## src/rtl/seven_seg.sv

```systemverilog
// seven_seg: registered hex nibble to seven-segment decoder
// with blank and lamp-test overrides; bit0=a .. bit6=g.
module seven_seg #(
  parameter bit ACTIVE_LOW = 1'b1
) (
  input  logic       I_CLOCK,
  input  logic       I_RESET,
  input  logic [3:0] IN,
  input  logic       I_BLANK,
  input  logic       I_LAMPTEST,
  output logic [6:0] OUT
);

  // Lit patterns in active-low form, g in the MSB.
  localparam logic [6:0] LUT [16] = '{
    7'h40, 7'h79, 7'h24, 7'h30,
    7'h19, 7'h12, 7'h02, 7'h78,
    7'h00, 7'h10, 7'h08, 7'h03,
    7'h46, 7'h21, 7'h06, 7'h0E
  };

  localparam logic [6:0] ALL_ON  = 7'h00;
  localparam logic [6:0] ALL_OFF = 7'h7F;
  localparam logic [6:0] DARK    =
    ACTIVE_LOW ? 7'h7F : 7'h00;

  logic [6:0] lit;
  logic [6:0] out_d;
  logic [6:0] out_q;

  // Pick lamp test, blank or decode, then apply polarity.
  always_comb begin
    lit   = LUT[IN];
    out_d = lit;
    if (I_LAMPTEST) begin
      out_d = ALL_ON;
    end else if (I_BLANK) begin
      out_d = ALL_OFF;
    end
    if (!ACTIVE_LOW) begin
      out_d = ~out_d;
    end
  end

  // Output register; reset shows a dark digit immediately.
  always_ff @(posedge I_CLOCK or posedge I_RESET) begin
    if (I_RESET) begin
      out_q <= DARK;
    end else begin
      out_q <= out_d;
    end
  end

  assign OUT = out_q;

endmodule

```

## config.mk

```make
export PLATFORM = sky130hd
export DESIGN_NAME = seven_seg
export DESIGN_NICKNAME = d
export VERILOG_FILES = /design/src/rtl/seven_seg.sv
export SDC_FILE = /design/constraint.sdc
export NUM_CORES = 1
export LEC_CHECK = 0
export CORE_AREA = 3 3 40 42
export DETAILED_ROUTE_END_ITERATION = 16
export DIE_AREA = 0 0 43 45
export HOLD_SLACK_MARGIN = 0.08
export PLACE_DENSITY_LB_ADDON = 0.15
export SKIP_CTS_REPAIR_TIMING = 1
export SYNTH_ARGS = -nofsm -noshare
export SYNTH_HDL_FRONTEND = slang
export SYNTH_SLANG_ARGS = --single-unit
```

## constraint.sdc

```tcl
create_clock -name I_CLOCK -period 0.8 [get_ports I_CLOCK]
set_input_delay 0.12 -clock I_CLOCK [delete_from_list [all_inputs] [get_ports I_CLOCK]]
set_output_delay 0.12 -clock I_CLOCK [all_outputs]
set_load 0.02 [all_outputs]
```

# --- After elaboration in Yosys (flattened, before gate mapping) ---
# Memories as Yosys holds them, arrays and structs flattened.
# Index checks and enable logic that the tools add are counted.
word_totals:
  reg_bits: 7
  mem_bits_ro: 112
  out_inout_bits: 7
  wordCells: 8
  mem_count: 1
mem_list:
  columns: ["memory", "depth", "width", "rd", "rd_ports_with_merged_regs", "wr", "line_no", "source"]
  rows:
  - ["(no name shown)", 16, 7, 1, 0, 0, "33", "lit = LUT[IN];"]
op_classes:
  magnitude_cmp: 1
  n_mux: 4
  bitwise_logic: 1
ops:
  columns: ["cell", "n"]
  rows:
  - ["7-bit two-way mux", 4]
  - ["5-bit greater-or-equal comparator (second input constant)", 1]
  - ["4-bit NOT with 5-bit output", 1]

# --- Longest topological paths before layout ---
# Gate-level depths: netlist of the first run.
depth:
  word_depth: 6
  mapped_depth: 5
  mapped_depth_nobuf: 5

# --- Worst setup path after synthesis of the first run ---
# No wires, ideal clock.
synth_timing:
  path_kind: "input port to flip-flop"
  from: "input port IN[1]"
  to: "register out_q[0] (netlist: OUT[0])"
  setup_ns: 0.089
  arrival_time_ns: 0.985
  slack_ns: -0.275
  path_stages: 5
  path_cell_list: "inv_1 ha_1 nor2b_1 a2111oi_4 a311oi_2"
synth_via:
  elab_chain_cells: 6
synth_lines:
  columns: ["element", "line_no", "source"]
  rows:
  - ["start, declared", "8", "input logic [3:0] IN,"]
  - ["4-bit NOT with 5-bit output (implied by the code)", "33", null]
  - ["memory read 16 x 7 bit", null, null]
  - ["7-bit two-way mux (implied by the code) (2 in series)", "33", null]
  - ["7-bit two-way mux", "37", "end else if (I_BLANK) begin"]
  - ["7-bit two-way mux", "35", "if (I_LAMPTEST) begin"]
  - ["net out_d[0]", "28", "logic [6:0] out_d;"]
  - ["end signal, assigned", "50", "out_q <= out_d;"]
  - ["end, declared", "29", "logic [6:0] out_q;"]
# The timed path passes the listed nets, and every way through them passes these cells. The select of a mux whose other input is x is not followed.

# --- Final worst setup path of the first run ---
layout_timing:
  from: "register out_q[5] (netlist: OUT[5])"
  to: "output port OUT[5]"
layout_rtl:
  columns: ["element", "line_no", "source"]
  rows:
  - ["end, declared", "11", "output logic [6:0] OUT"]
# No word-level cell between the ends.

==> summary.txt, run 1 <==
Cells and area
  – Post-layout util: between 70 and 80%
  – Number of diodes: 0
  – Max reg flops: 7
  – Layout cells sized above 1: around 73%
  – Commonest non-fill, non-tap cells in the layout: buf_6, buf_4, dfstp_2
  – Fillers: just over 80
  – Fin nets: 97
  – Area delta synth->final: 73.4%

Timing
  – RSZ-0062 raised after global routing: true
  – Worst slew pin tran: about 0.36 ns
  – Setup ws final: -0.223 ns
  – Slew Limit Fails: 0
  – Period utilisation layout: 128%
  – Fin crit period: 1.02 ns
  – Rel. slew slack: roughly three quarters
  – Fin. Hold Viols: 0
  – Achievable Freq: 977 MHz
  – Hold Slack: ~0.28 ns
  – Setup Viol. Count Final: 12

Routing
  – TritonRoute pass-1 iters: 4
  – Detailed Route WL: ~1.5 mm
  – Drc violations: 0
  – Wire per inst: between 15 and 20 um
  – Vias: 505
  – Via-to-Cell Ratio: roughly 5.3
  – Post-route ant nets: 0
  – Iter 0 DRT Violations: 10

Global route
  – Largest net degree at the start of global routing: 9
  – Tot GR Track Use: about 14%
  – First-pass GRT wire length: just under 2 mm
  – Layer with the highest usage: met2
  – Routing usage on met2: approximately 22%
  – GRT overflow: 0
  – Routing usage on met3: just over 5%
  – Vias in the first global route: around 430
  – GR Util met1: 16.3%
  – Initial antenna violation count: 0

Die
  – Core area: between 1000 and 1500 sq um
  – Die Width: about 43 um
  – Initial core utilization: a little over two fifths
  – Die height: between 40 and 50 um
  – I/O Pins: 15
  – Core Rows: 13
  – Die area: between 1500 and 2000 sq um

Worst setup path
  – CP Capture Type: output port
  – Crit path max-delay cell type: dfstp_2
  – Startpoint types: flop
  – Kind of critical path: flop to output port
  – Critical Path Max Stage Delay: approximately 0.53 ns
  – CP bufs+invs: 1
  – Max FO, Critical Path: 1
  – Crit path cell chain: buf_6
  – CP top delay family: flip-flops
  – WP data required: around 0.68 ns
  – Worst Path Arrival: roughly 0.90 ns

Power and ir drop
  – Power density over cell area: 1250 nW/um^2
  – Peak supply drop: just under 0.7 mV
  – Internal: ~800 uW
  – Switching power: between 300 and 400 uW
  – Combinational group share of total power: a little under two fifths
  – Leak pwr: between 0.4 and 0.5 nW
  – Part of the power in the clock network: 29.1%
  – Sw frac: between 30% and 40%
  – Sequential Power Share: roughly a third

Placement
  – Port buffer count: 14
  – GPL Wtd Cong: 0.764
  – DP HPWL: 985 um

Clock tree
  – CTS Buf Count: 3
  – CTS Root Cell: clkbuf_4
  – Clock Tree Buf Depth: 2
  – CTS tree: built
  – # clock sinks: 7
  – H-tree depth: 1
  – Clock transition at the registers of the reported paths: 0.06 ns

Synthesis
  – Post-synthesis compound-gate area fraction: between 20% and 30%
  – Yosys warnings: 0
  – Synthesis-stage register bit count: 7
  – Syn Inst Count: 51
  – Mux cell area share after synthesis: about 7.6%
  – Net count after synthesis: 66
  – Post-synthesis sequential area ratio: approximately a third
  – Post-synthesis adder-cell area fraction: between 15 and 20%
  – Mean Syn Cell Area: between 10 and 15 sq um
  – Distinct cells, synth: 23
  – Post-synthesis xor/xnor area fraction: 0%
  – Largest family of logic cells by synthesized area: compound AO/OA/AOI/OAI gates
  – Mapped Area: between 500 and 600 sq um
  – Simple-gate share of the synthesized area: around 11%

Status
  – Failing checks: negative setup slack
  – Status: complete, but fails checks

Flow run
  – Max Cap Viol: 0

Hold path
  – Hold Crit Class: primary input to flop
[final timing paths]
check | startpoint | to | slack (ns) | depth (start not counted)
worst max-delay path | OUT[5]$_DFF_PP1_ | OUT[5] | -0.22 | 1
min in group asynchronous | I_RESET | OUT[3]$_DFF_PP1_ | 0.37 | 2
max in group asynchronous | I_RESET | OUT[1]$_DFF_PP1_ | 0.40 | 2
worst min-delay path | I_BLANK | OUT[3]$_DFF_PP1_ | 0.28 | 3
[stage by stage]
| stage | area, sq um | cells | worst slack, ns | power [mW] | TNS [ns] |
|---|---|---|---|---|---|
| 3_5_place_dp | 821 | 92 | -0.851 | 0.780 | -8.21 |
| 3_3_place_gp | 821 | 92 | -0.853 | 0.774 | -8.08 |
| 5_1_grt | 970 | 96 | -0.245 | 1.27 | -2.26 |
| 4_1_cts | 847 | 96 | -0.703 | 1.14 | -8.30 |
| 2_1_floorplan | 583 | 51 | -0.157 | 0.603 | -0.640 |
| 6_report | 970 | 96 | -0.223 | 1.21 | -1.89 |
[routing by layer]
metal | wire length (um) | vias to the layer above | part of all wire (%)
met5 | 0 | - | 0
met4 | 45 | 0 | 3.0
met3 | 113 | 4 | 7.5
met2 | 752 | 21 | 50
met1 | 593 | 239 | 39
li1 | - | 241 | -
[cells in the mapped netlist (all sizes together)]
master	count	area share, %
a21oi	6	5.4
a311oi	1	2.7
nor2b	3	4.7
nand2	2	1.3
o21ai	1	1.6
or2	1	1.1
a2111oi	1	4.9
nor3	1	0.89
buf	3	6.0
a22oi	1	1.3
mux2i	2	3.6
inv	4	2.7
mux2	2	4.0
o21bai	1	1.3
ha	7	16
nor2	4	3.1
a31oi	1	1.1
dfstp	7	33
a221oi	2	4.3
o211ai	1	1.3
[cell type report]
class / count / area [sq um] / share of cell area [%]
sequential: 7 / 184 / 19.0
timing repair buffer: 29 / 284 / 29.3
inverter: 4 / 18.8 / 1.94
tap: 15 / 18.8 / 1.94
clock buffer: 4 / 26.3 / 2.71
multi-input combinational: 37 / 438 / 45.2
[power groups by stage]
| stage | sequential (mW) | combinational (mW) | clock (mW) |
|---|---|---|---|
| after floorplan | 0.449 | 0.155 | 0 |
| after global routing | 0.415 | 0.469 | 0.381 |
| final | 0.412 | 0.446 | 0.351 |
| after detailed placement | 0.411 | 0.368 | 0 |
| after global placement | 0.410 | 0.364 | 0 |
| after CTS | 0.406 | 0.369 | 0.365 |
[logic make-up after synthesis]
family	count (synthesis)
mux	4
flops	7
compound gates	15
buf+inv	7
fa+ha+maj	7
simple gates	11
No activity file was read; power rests on OpenSTA's default activity.
==> run 2: changes to the inputs <==
--- a/config.mk
+++ b/config.mk
@@ -6,6 +6,7 @@
 export NUM_CORES = 1
 export LEC_CHECK = 0
 export CORE_AREA = 3 3 40 42
+export CTS_CLUSTER_SIZE = 14
 export DETAILED_ROUTE_END_ITERATION = 16
 export DIE_AREA = 0 0 43 45
 export HOLD_SLACK_MARGIN = 0.08
==> constraint.sdc (replaced) <==
create_clock -name I_CLOCK -period 0.8 [get_ports I_CLOCK]
set_input_delay 0.12 -clock I_CLOCK [delete_from_list [all_inputs] [get_ports I_CLOCK]]
set_output_delay 0.12 -clock I_CLOCK [all_outputs]
set_load 0.1 [all_outputs]
==> run 2 against run 1 <==
  * The run still ends with negative setup slack left
  * Flip-flop and latch count did not move
  * First-iteration DRC count is 50% lower
  * Clock-buffer cell count stayed put
  * Maximum frequency is 12% lower
  * Routed wire length decreased by 11%
  * Critical endpoint is now OUT[0]
  * Via count down 1.8%
  * Critical path depth did not move
==> summary.txt, run 2 (synthesis gave the netlist of run 1 again) <==
Status
  – Status: complete, but fails checks
  – Failing checks: negative setup slack

Timing
  – Period utilisation layout: 145%
  – Setup ws final: -0.360 ns
  – Fin crit period: roughly 1.2 ns
  – Slew Limit Fails: 0
  – Worst slew pin tran: roughly 0.34 ns
  – Setup Viol. Count Final: 12
  – RSZ-0062 raised after global routing: true
  – Achievable Freq: 862 MHz
  – Rel. slew slack: between 70% and 80%
  – Fin. Hold Viols: 0

Worst setup path
  – CP bufs+invs: 1
  – CP top delay family: flip-flops
  – Critical Path Max Stage Delay: 0.62 ns
  – Crit path cell chain: buf_12
  – Worst Path Arrival: roughly 1.0 ns
  – CP Capture Type: output port
  – Crit path max-delay cell type: dfstp_4
  – Kind of critical path: flop to output port
  – WP data required: between 0.6 and 0.7 ns
  – Max FO, Critical Path: 1
  – Startpoint types: flop

Flow run
  – Max Cap Viol: 0

Clock tree
  – Clock Tree Buf Depth: 2
  – # clock sinks: 7
  – H-tree depth: 1
  – CTS tree: built
  – Clock transition at the registers of the reported paths: 0.05 ns
  – CTS Root Cell: clkbuf_4
  – CTS Buf Count: 3

Placement
  – Port buffer count: 14
  – GPL Wtd Cong: ~0.78
  – DP HPWL: around 960 um

Power and ir drop
  – Power density over cell area: between 1000 and 1500 nW/um^2
  – Peak supply drop: ~0.82 mV
  – Leak pwr: about 0.44 nW
  – Power Total: between 1 and 1.5 mW

Global route
  – Routing usage on met3: 3.98%
  – Routing usage on met2: ~22%
  – Vias in the first global route: around 470
  – Largest net degree at the start of global routing: 10
  – Layer with the highest usage: met2
  – First-pass GRT wire length: 1.97 mm
  – GR Util met1: roughly 16%
  – Tot GR Track Use: 13.4%
  – GRT overflow: 0
  – Initial antenna violation count: 0

Routing
  – Drc violations: 0
  – Wire per inst: roughly 14 um
  – Via-to-Cell Ratio: between 5 and 6
  – Detailed Route WL: 1.34 mm
  – Vias: roughly 500
  – Iter 0 DRT Violations: 5
  – Post-route ant nets: 0
  – TritonRoute pass-1 iters: 4

Cells and area
  – Fillers: a little over 70
  – Most common cell after layout, fill and taps aside: buf_4
  – Fin nets: approximately 100
  – Register area: roughly 210 sq um
  – Commonest non-fill, non-tap cells in the layout: buf_4, dfstp_4, buf_12
  – Max reg flops: 7
  – Layout cells sized above 1: approximately 71%
  – Post-layout util: 80.4%
  – Area of the multi-input gates: 425 sq um
  – Number of diodes: 0
  – Area delta synth->final: 84.8%

Hold path
  – Worst Hold Depth: 3
  – Hold Crit Class: primary input to flop
  – Hold path startpoint: IN[3]
  – Worst Hold End: OUT[0]$_DFF_PP1_

Die
  – Die Width: between 40 and 50 um
  – Die height: about 45 um
  – Core area: approximately 1300 sq um
  – I/O Pins: 15
  – Core Rows: 13
  – Die area: 1940 sq um
  – Initial core utilization: about 44%
==> run 2: changes by cell type in the layout (fill, tap and decap cells not counted), moves of 4 or more <==
| cell | before | now |
|---|---|---|
| buf_12 | 0 | 7 |
| dfstp_4 | 0 | 7 |
| buf_4 | 11 | 15 |
| dfstp_2 | 7 | 0 |
| buf_6 | 11 | 1 |
==> run 2: per-stage QoR <==
stage	setup WS [ns]	std cells	area, sq um	TNS [ns]	hold WS, ns
after global placement	-0.799	92	917	-5.82	0.600
after floorplan	-0.155	51	609	-1.19	0.142
final	-0.360	97	1030	-2.84	0.307
after CTS	-0.561	96	943	-5.97	0.348
after global routing	-0.385	97	1030	-3.28	0.328
after detailed placement	-0.816	92	917	-5.88	0.618
==> run 2: cell type report <==
class                   count  share of cell area (%)
repair buffers             30                    32.3
clock buffers               4                    2.54
multi-input cells          37                    41.2
flip-flops and latches      7                    20.3
inverters                   4                    1.82
well taps                  15                    1.82
==> run 2: worst max-delay path by stage <==
stage,to,startpoint,depth (start not counted)
after floorplan,OUT[6]$_DFF_PP1_,IN[1],5
after global placement,OUT[3]$_DFF_PP1_,IN[1],6
after detailed placement,OUT[3]$_DFF_PP1_,IN[1],6
after CTS,OUT[3]$_DFF_PP1_,IN[1],6
after global routing,OUT[5],OUT[5]$_DFF_PP1_,1
final,OUT[0],OUT[0]$_DFF_PP1_,1
==> run 2: layer usage <==
metal  vias up  wire length (um)  share of wire (%)
met1       233               586                 44
met3         4                70                5.2
li1        241                 -                  -
met2        18               668                 50
met5         -                 0                  0
met4         0                17                1.3
==> run 2: power by group <==
group | total (mW) | internal (mW) | switching [mW]
Sequential | 0.439 | 0.417 | 0.0218
Clock | 0.324 | 0.191 | 0.134
Combinational | 0.639 | 0.271 | 0.368
Total | 1.40 | 0.878 | 0.523
==> run 3: changes to the inputs <==
--- a/config.mk
+++ b/config.mk
@@ -9,6 +9,7 @@
 export CTS_CLUSTER_SIZE = 14
 export DETAILED_ROUTE_END_ITERATION = 16
 export DIE_AREA = 0 0 43 45
+export DONT_BUFFER_PORTS = 1
 export HOLD_SLACK_MARGIN = 0.08
 export PLACE_DENSITY_LB_ADDON = 0.15
 export SKIP_CTS_REPAIR_TIMING = 1
==> run 3 against run 2 <==
  * The flow finishes with violations (negative hold slack, negative setup slack)
  * Maximum frequency increased by 0.13%
  * Power decreased by 17%
  * Non-clock buffer count decreased by 21
  * Clock-buffer cell count unchanged
  * Setup slack improved by 0.0015 ns
  * Die area unchanged
  * Flip-flop and latch count unchanged
  * Via count decreased by 14%
  * Sequential power increased by 44%
  * Cell count decreased by 22%
  * Combinational power decreased by 68%
  * Critical endpoint is now OUT[2]
  * Largest power group is now sequential cells
==> summary.txt, run 3 (synthesis gave the netlist of run 1 again) <==
Hold path
  – Hold Crit Class: primary input to flop

Routing
  – Met2 WL: around 630 um
  – Vias: approximately 430
  – TritonRoute pass-1 iters: 3
  – Post-route ant nets: 0
  – Detailed Route WL: about 1.2 mm
  – Via-to-Cell Ratio: between 5 and 6
  – Met1 WL: ~460 um
  – Iter 0 DRT Violations: 3
  – Wire per inst: ~16 um
  – Drc violations: 0
  – Max Used Layer: met4
  – Met3 routed WL: around 70 um

Timing
  – Slew Limit Fails: 0
  – Achievable Freq: roughly 860 MHz
  – RSZ-0062 raised after global routing: true
  – Fin crit period: about 1.2 ns
  – Period utilisation layout: 145%
  – Hold Slack: -0.0496 ns
  – Worst slew pin tran: about 0.31 ns
  – Setup Viol. Count Final: 13
  – Rel. slew slack: between 70% and 80%
  – Setup ws final: -0.358 ns
  – Fin. Hold Viols: 1

Die
  – I/O Pins: 15
  – Core Rows: 13
  – Die Width: 43 um
  – Die height: about 45 um
  – Initial core utilization: 43.5%
  – Core area: ~1300 sq um
  – Die area: ~1900 sq um

Power and ir drop
  – Peak supply drop: ~0.90 mV
  – Leak pwr: between 0.2 and 0.3 nW
  – Power density over cell area: between 1500 and 2000 nW/um^2

Global route
  – Largest net degree at the start of global routing: 16
  – GRT overflow: 0
  – First-pass GRT wire length: around 1.7 mm
  – Tot GR Track Use: between 10 and 15%
  – Initial antenna violation count: 0
  – Vias in the first global route: slightly above 400

Clock tree
  – Clock Tree Buf Depth: 2
  – # clock sinks: 7
  – Clock transition at the registers of the reported paths: around 0.050 ns
  – CTS Root Cell: clkbuf_4
  – H-tree depth: 1
  – CTS Buf Count: 3
  – CTS tree: built

Cells and area
  – Fillers: about 110
  – Max reg flops: 7
  – Fin nets: between 70 and 80
  – Commonest non-fill, non-tap cells in the layout: dfstp_4, buf_4, a21oi_1
  – Layout cells sized above 1: ~54%
  – Post-layout util: 56.9%
  – Register area: between 200 and 250 sq um
  – Area of the multi-input gates: between 300 and 400 sq um
  – Number of diodes: 0
  – Most common cell after layout, fill and taps aside: dfstp_4
  – Area delta synth->final: 30.6%

Worst setup path
  – Critical path depth: 0
  – Worst setup startpoint: OUT[2]$_DFF_PP1_
  – WP data required: roughly 0.7 ns
  – CP endpoint: OUT[2]
  – Kind of critical path: flop to output port
  – Worst Path Arrival: 1.04 ns
  – CP Capture Type: output port
  – Max FO, Critical Path: 1
  – Startpoint types: flop

Placement
  – Port buffer count: 0
  – GPL Wtd Cong: a little over 0.7
  – DP HPWL: between 800 and 900 um

Status
  – Failing checks: negative hold slack, negative setup slack
  – Status: complete, but fails checks

Flow run
  – Max Cap Viol: 0
==> run 3: worst min path at each step <==
stage / startpoint / endpoint / slack, ns / cells past startpoint
after global routing: IN[2] / OUT[0]$_DFF_PP1_ / -0.05 / 1
after global placement: I_LAMPTEST / OUT[3]$_DFF_PP1_ / 0.15 / 1
after floorplan: I_RESET / OUT[0]$_DFF_PP1_ / 0.14 / 1
final: IN[2] / OUT[0]$_DFF_PP1_ / -0.05 / 1
after detailed placement: I_LAMPTEST / OUT[3]$_DFF_PP1_ / 0.15 / 1
after CTS: I_LAMPTEST / OUT[3]$_DFF_PP1_ / -0.12 / 1
==> run 3: routing by layer <==
| layer | global-route usage, % | up-vias |
|---|---|---|
| met1 | 13.0 | 209 |
| met5 | 0 | - |
| li1 | - | 203 |
| met3 | 6.37 | 2 |
| met2 | 22.2 | 13 |
| met4 | 5.42 | 0 |
==> run 3: per-stage QoR <==
stage | std cells | cell area, sq um | TNS (ns) | power (mW) | setup slack [ns]
final | 76 | 731 | -3.06 | 1.16 | -0.358
after global routing | 76 | 731 | -3.32 | 1.21 | -0.376
after CTS | 71 | 651 | -2.52 | 1.13 | -0.367
after detailed placement | 67 | 624 | -1.91 | 0.800 | -0.242
after global placement | 67 | 624 | -1.73 | 0.794 | -0.238
after floorplan | 51 | 609 | -1.19 | 0.790 | -0.155
==> run 3: report_power, final <==
part / internal, mW / switching (mW)
logic: 0.109 / 0.0958
clock network: 0.190 / 0.133
registers: 0.425 / 0.209
total: 0.725 / 0.438
==> run 3: layout make-up <==
| type | instances | share of cell area (%) |
|---|---|---|
| timing repair buffer | 9 | 10.3 |
| clock buffer | 4 | 3.60 |
| sequential | 7 | 28.8 |
| inverter | 4 | 2.57 |
| tap | 15 | 2.57 |
| multi-input combinational | 37 | 52.2 |
